### src/rtl/cordic_scheduler.sv
// Round-robin front end for one shared pipelined CORDIC rotator: arbitrates
// requesters, registers the winner onto the rotator and routes results back by tag.
module cordic_scheduler #(
   parameter  int unsigned NUM_REQ        = 4,
   parameter  int unsigned INPUT_WIDTH    = 16,
   parameter  int unsigned ANGLE_WIDTH    = 32,
   parameter  int unsigned CORDIC_LATENCY = 16,
   localparam int unsigned OUT_W          = INPUT_WIDTH + 1,
   localparam int unsigned CNT_W          = $clog2(CORDIC_LATENCY + 2),
   localparam int unsigned ID_W           = $clog2(NUM_REQ)
) (
   input  logic                           CLK,
   input  logic                           RST_n,
   input  logic [NUM_REQ-1:0]             req_valid,
   output logic [NUM_REQ-1:0]             req_ready,
   input  logic [NUM_REQ*ANGLE_WIDTH-1:0] req_angle,
   input  logic [NUM_REQ*INPUT_WIDTH-1:0] req_x,
   input  logic [NUM_REQ*INPUT_WIDTH-1:0] req_y,
   output logic [ANGLE_WIDTH-1:0]         cor_angle,
   output logic [INPUT_WIDTH-1:0]         cor_x,
   output logic [INPUT_WIDTH-1:0]         cor_y,
   input  logic [OUT_W-1:0]               cor_x_out,
   input  logic [OUT_W-1:0]               cor_y_out,
   output logic [NUM_REQ-1:0]             rsp_valid,
   output logic [OUT_W-1:0]               rsp_x,
   output logic [OUT_W-1:0]               rsp_y,
   input  logic                           pause,
   output logic                           drained,
   output logic [CNT_W-1:0]               in_flight
);

   localparam int unsigned MAX_FLIGHT = CORDIC_LATENCY + 1;

   typedef enum logic [1:0] {RUN, DRAIN, PAUSED} state_t;

   state_t                    state_q, state_d;
   logic [ID_W-1:0]           ptr_q, ptr_d;
   logic [ID_W-1:0]           grant_id;
   logic                      grant_any;
   logic [ID_W-1:0]           scan_idx;
   logic                      issue_vld_q;
   logic [ID_W-1:0]           issue_id_q;
   logic [CORDIC_LATENCY-1:0] tag_vld_q;
   logic [ID_W-1:0]           tag_id_q [CORDIC_LATENCY];
   logic                      deliver;

   assign deliver = tag_vld_q[CORDIC_LATENCY-1];

   // Round-robin scan starting at ptr; only RUN may grant.
   always_comb begin
      req_ready = '0;
      grant_id  = '0;
      grant_any = 1'b0;
      scan_idx  = '0;
      ptr_d     = ptr_q;
      if (state_q == RUN) begin
         for (int unsigned k = 0; k < NUM_REQ; k++) begin
            scan_idx = ID_W'((32'(ptr_q) + k) % NUM_REQ);
            if (!grant_any && req_valid[scan_idx]) begin
               grant_any = 1'b1;
               grant_id  = scan_idx;
            end
         end
      end
      if (grant_any) begin
         req_ready[grant_id] = 1'b1;
         ptr_d               = ID_W'((32'(grant_id) + 1) % NUM_REQ);
      end
   end

   always_comb begin
      state_d = state_q;
      case (state_q)
         RUN:     if (pause) state_d = DRAIN;
         DRAIN:   if (!pause) state_d = RUN;
                  else if (in_flight == '0) state_d = PAUSED;
         PAUSED:  if (!pause) state_d = RUN;
         default: state_d = RUN;
      endcase
   end

   always_ff @(posedge CLK or negedge RST_n) begin
      if (!RST_n) begin
         state_q <= RUN;
         ptr_q   <= '0;
         drained <= 1'b0;
      end else begin
         state_q <= state_d;
         ptr_q   <= ptr_d;
         drained <= (state_q == PAUSED);
      end
   end

   // Issue register: winner's operands, or zeros on an idle slot.
   always_ff @(posedge CLK or negedge RST_n) begin
      if (!RST_n) begin
         cor_angle   <= '0;
         cor_x       <= '0;
         cor_y       <= '0;
         issue_vld_q <= 1'b0;
         issue_id_q  <= '0;
      end else if (grant_any) begin
         cor_angle   <= req_angle[32'(grant_id)*ANGLE_WIDTH +: ANGLE_WIDTH];
         cor_x       <= req_x[32'(grant_id)*INPUT_WIDTH +: INPUT_WIDTH];
         cor_y       <= req_y[32'(grant_id)*INPUT_WIDTH +: INPUT_WIDTH];
         issue_vld_q <= 1'b1;
         issue_id_q  <= grant_id;
      end else begin
         cor_angle   <= '0;
         cor_x       <= '0;
         cor_y       <= '0;
         issue_vld_q <= 1'b0;
         issue_id_q  <= '0;
      end
   end

   // Tag pipeline: the issue register plus CORDIC_LATENCY stages lines up with the rotator output.
   always_ff @(posedge CLK or negedge RST_n) begin
      if (!RST_n) begin
         tag_vld_q <= '0;
         for (int unsigned k = 0; k < CORDIC_LATENCY; k++) tag_id_q[k] <= '0;
      end else begin
         tag_vld_q   <= {tag_vld_q[CORDIC_LATENCY-2:0], issue_vld_q};
         tag_id_q[0] <= issue_id_q;
         for (int unsigned k = 1; k < CORDIC_LATENCY; k++) tag_id_q[k] <= tag_id_q[k-1];
      end
   end

   always_ff @(posedge CLK or negedge RST_n) begin
      if (!RST_n) begin
         rsp_valid <= '0;
         rsp_x     <= '0;
         rsp_y     <= '0;
      end else if (deliver) begin
         rsp_valid <= NUM_REQ'(1) << tag_id_q[CORDIC_LATENCY-1];
         rsp_x     <= cor_x_out;
         rsp_y     <= cor_y_out;
      end else begin
         rsp_valid <= '0;
      end
   end

   // Saturating occupancy count of issued but undelivered operations.
   always_ff @(posedge CLK or negedge RST_n) begin
      if (!RST_n) begin
         in_flight <= '0;
      end else if (grant_any && !deliver) begin
         if (in_flight != CNT_W'(MAX_FLIGHT)) in_flight <= in_flight + CNT_W'(1);
      end else if (deliver && !grant_any) begin
         if (in_flight != '0) in_flight <= in_flight - CNT_W'(1);
      end
   end

endmodule

### config.mk
export PLATFORM = sky130hd
export DESIGN_NAME = cordic_scheduler
export DESIGN_NICKNAME = d
export VERILOG_FILES = /design/src/rtl/cordic_scheduler.sv
export SDC_FILE = /design/constraint.sdc
export NUM_CORES = 1
export LEC_CHECK = 0
export BUFFER_PORTS_ARGS = -buffer_cell sky130_fd_sc_hd__buf_2
export CAP_MARGIN = 40
export CORE_AREA = 5 5 157 159
export DETAILED_ROUTE_END_ITERATION = 8
export DIE_AREA = 0 0 162 164
export HOLD_SLACK_MARGIN = 0.1
export SLEW_MARGIN = 10
export SYNTH_ARGS = -nofsm -noshare
export SYNTH_HDL_FRONTEND = slang
export SYNTH_SLANG_ARGS = --single-unit
### constraint.sdc
create_clock -name CLK -period 3.1 [get_ports CLK]
set_clock_uncertainty 0.15 [all_clocks]
set_input_delay 0.62 -clock CLK [delete_from_list [all_inputs] [get_ports CLK]]
set_output_delay 0.62 -clock CLK [all_outputs]
set_load 0.05 [all_outputs]
==> results.txt <==
* Result of the run: finished, final reports clean
* Post-layout utilization of the core: between 40% and 50%
* Antenna violations before repair: 0
* Detailed Route Iter0 Violations: 239
* Number of synthesized flops with an enable pin: 0
- Hold Crit Depth: 0
- Clock tree synthesis inserted a total of 17 buffers.
- Biggest fanout along the worst timing path: 6
- After the last flow step, the layout net total stands at 1,353.
* Detailed placer's ending HPWL: approximately 18,000 µm
* Setup slack of the worst register-to-register path: 0.41 ns
* Dominant cell type by count on the critical path: sky130_fd_sc_hd__buf_2
* Io pins: between 400 and 500
- CP Data Arrival Time: 2.22 ns
- The total overflow left after global routing is 0.
- The share of synthesized area in the top cell type comes to 53.9%.
* Cell count after synthesis: 644
- The signal on the critical path passes through buf_2 > nand2b_1 > a21oi_1 > o21a_1 > o211ai_1 > inv_1 > ha_1 > and2_1 > buf_2.
- CTS sink count: about 160
- Worst path depth: 9
- Final setup violation count: 0
* Die height: 164 µm
- Synth area leader: sky130_fd_sc_hd__dfrtp_1
* Pleak: 5.65 nW
- Total count of hold-check failures in the final report: 0
* Post-Place Setup Slack: 0.138 ns
- The core region is roughly 23,000 µm².
* P per Cell Area: 953 nW/µm²
* Wire length of the first global-routing pass: 35,800 µm
- The die is 162 µm wide.
* Final setup TNS: 0 ns
- For the worst flop-to-flop path, the logic depth is 11.
* Top_reg_cell synth: sky130_fd_sc_hd__dfrtp_1
- The cell family contributing the most delay on the critical path is compound AO/OA/AOI/OAI gates.
- Synthesized Nets: 950
- Average wire length per cell after detail routing: 17.7 µm
- The post-route netlist has 51.6% of its cells at a drive strength greater than 1.
- Sequential area share after synthesis: between 50% and 60%
* Tcrit/Tclk final: 96.4%
* Startpoint of the worst setup timing path: req_valid[0]
- Final weighted congestion in routability-driven placement: about 0.84
- Setup slack closes at 0.110 ns.
* Synth-to-layout area growth: 39.9%
* Overall routed net length: roughly 24,000 µm
* Overall fraction of global-route tracks in use: 17.3%
- CP endpoint: req_ready[3]
- TritonCTS built the clock tree.
- Before antenna repair, the detailed router went through 4 iterations.
- Number of H-tree branching levels: 4
* Share of flip-flops with an asynchronous set or reset after synthesis: 100%
- In this run the tightest slew margin relative to its limit is between 50 and 60%.
* Via count of the first global-routing pass: about 6,500
- Yosys warns: 0
- In this run, placement finished with an instance count of 1,312.
- F_max: 334 MHz
- Port buffering added 408 buffers.
- The count of cells in the finished layout, fillers not included, comes to ~1,400.
* Mapped Avg Cell Area: 11.7 µm²
- The routed design could run at a clock period as short as 2.99 ns.
- Ranked by total cell area, the synthesized netlist is headed by sky130_fd_sc_hd__dfrtp_1 (54%), sky130_fd_sc_hd__mux2_2 (12%), sky130_fd_sc_hd__mux2i_1 (8.5%).
- The clock reaches the later pin of the worst-skew pair after 0.41 ns.
- After clock tree synthesis, the clock-pin slew on the worst setup and hold paths is 0.07 ns.
- Startpoint-to-endpoint class of the critical path: input port to primary output
- Placement row count: 56
- The netlist uses 36 different library cells.
* Final slew viol count: 0
- Launch point of the worst reg-to-reg path: state_q[0]$_DFFE_PN0P_
- Synthesized area: between 7000 and 8000 µm²
- Data on the critical path is required at its endpoint by roughly 2.3 ns.
- Root buf cell: sky130_fd_sc_hd__clkbuf_16
- Drc violations: 0
- The die covers between 20,000 and 30,000 µm².
- Max-cap violations: 0
* Actual transition at the worst max-transition pin: approximately 0.67 ns
- The synthesized design contains 163 register bits.
* Class of the tightest hold or removal check: register to register
- The worst register-to-register path ends at in_flight[4]$_DFFE_PN0P_.
- Routed via count divided by cell count: between 4 and 5
* Initial standard-cell utilization of the core: 32.7%
- The number of buffers and inverters on the critical path is 3.
- Max incr delay on CP: 0.38 ns
- Smallest hold slack: ~0.19 ns
* Maximum vdd ir drop: 0.368 mV
- STA classifies the critical path startpoint as an input port.
- Pin count of the biggest net entering global routing: about 120
- Critical path's slowest cell: sky130_fd_sc_hd__o211ai_1
* Post-route antenna net violation count: 0
- STA classifies the critical path endpoint as a primary output.
- Number of buffers on the longest clock path: 2
- Total vias in the final route: 6,386
power by group:
part	switching (mW)	internal (mW)
Combinational	3.39	1.54
Clock	0.935	1.14
Sequential	0.274	2.80
Total	4.60	5.48
flip-flops by register name (all words and copies together), names as in the netlist, 2 cells and up:
signal	cells
rsp_valid	4
in_flight	5
tag_id_q	32
cor_x	16
cor_angle	32
rsp_x	17
tag_vld_q	16
cor_y	16
issue_id_q	2
ptr_q	2
state_q	2
rsp_y	17
synth_stat cells, types with 2 or more instances:
cell                       count
sky130_fd_sc_hd__ha_1          8
sky130_fd_sc_hd__mux2_2       79
sky130_fd_sc_hd__nand2b_1      4
sky130_fd_sc_hd__nor3_1        3
sky130_fd_sc_hd__nor2_1        9
sky130_fd_sc_hd__buf_4         9
sky130_fd_sc_hd__a22oi_1      64
sky130_fd_sc_hd__inv_1         6
sky130_fd_sc_hd__a21oi_1       7
sky130_fd_sc_hd__dfrtp_1     163
sky130_fd_sc_hd__buf_2        26
sky130_fd_sc_hd__a21o_1        2
sky130_fd_sc_hd__mux2i_1      64
sky130_fd_sc_hd__xnor2_1       4
sky130_fd_sc_hd__mux2_1       20
sky130_fd_sc_hd__nor2b_1       2
sky130_fd_sc_hd__and2_1        4
sky130_fd_sc_hd__nor3b_1       4
sky130_fd_sc_hd__o21a_1        2
sky130_fd_sc_hd__nand2_1     138
sky130_fd_sc_hd__nand3_1       2
sky130_fd_sc_hd__clkbuf_1     10
per-stage QoR:
stage / area [µm²] / power (mW)
2_1_floorplan: 7560 / 6.66
3_3_place_gp: 9940 / 8.00
3_5_place_dp: 9940 / 8.06
4_1_cts: 10500 / 10.2
5_1_grt: 10600 / 10.7
6_report: 10600 / 10.1
layout make-up:
type                    count  area [µm²]
inverters                   6        22.5
fillers                  2213       12500
diodes                      1        2.50
multi-input cells         429        3250
repair buffers            430        2280
clock inverters            15         158
clock buffers              17         425
flip-flops and latches    163        4080
well taps                 290         363
how the worst min path moves through the flow:
stage	start	to
detailed placement	tag_id_q[2]$_DFF_PN0_	tag_id_q[0]$_DFF_PN0_
global placement	tag_id_q[25]$_DFF_PN0_	tag_id_q[23]$_DFF_PN0_
finish	tag_id_q[2]$_DFF_PN0_	tag_id_q[0]$_DFF_PN0_
CTS	tag_id_q[2]$_DFF_PN0_	tag_id_q[0]$_DFF_PN0_
floorplan	RST_n	cor_angle[0]$_DFF_PN0_
global route	tag_id_q[2]$_DFF_PN0_	tag_id_q[0]$_DFF_PN0_
logic make-up (layout without fill, tap and decap cells):
kind of cell	count (synthesis)	in the layout	share of synthesized area [%]
other	0	1	0
adder cells (fa/ha/maj)	9	9	1.59
AO/OA/AOI/OAI	80	80	7.71
AND/OR/NAND/NOR	172	172	9.53
multiplexers	163	163	23.2
buffers and inverters	52	468	3.46
flip-flops	163	163	53.9
XOR/XNOR	5	5	0.579
layer usage:
layer	global-route usage (%)	up-vias	part of all wire, %
li1	-	3048	-
met5	0	-	0
met3	6.42	30	9.0
met2	29.4	299	49
met1	20.8	3009	40
met4	5.04	0	2.0
cells in the final DEF, fill, tap and decap left out, types with 7 or more instances in the layout:
cell type and count:
sky130_fd_sc_hd__mux2_2 79, sky130_fd_sc_hd__nor2_1 9, sky130_fd_sc_hd__mux2_1 20, sky130_fd_sc_hd__a21oi_1 7, sky130_fd_sc_hd__ha_1 8, sky130_fd_sc_hd__buf_2 406
sky130_fd_sc_hd__a22oi_1 64, sky130_fd_sc_hd__dfrtp_1 162, sky130_fd_sc_hd__clkbuf_16 17, sky130_fd_sc_hd__mux2i_1 64, sky130_fd_sc_hd__nand2_1 138, sky130_fd_sc_hd__buf_4 17
repair_timing:
action | in CTS | in global routing
resized for setup | 1 | 4
hold buffers | 1 | 0
endpoints found under the setup margin | 2 | 4
pin swaps | 1 | 2
cloned | 0 | 0
hold endpoints to repair | 59 | 0
setup buffers | 2 | 3
Power figures use the tool's default switching activity.
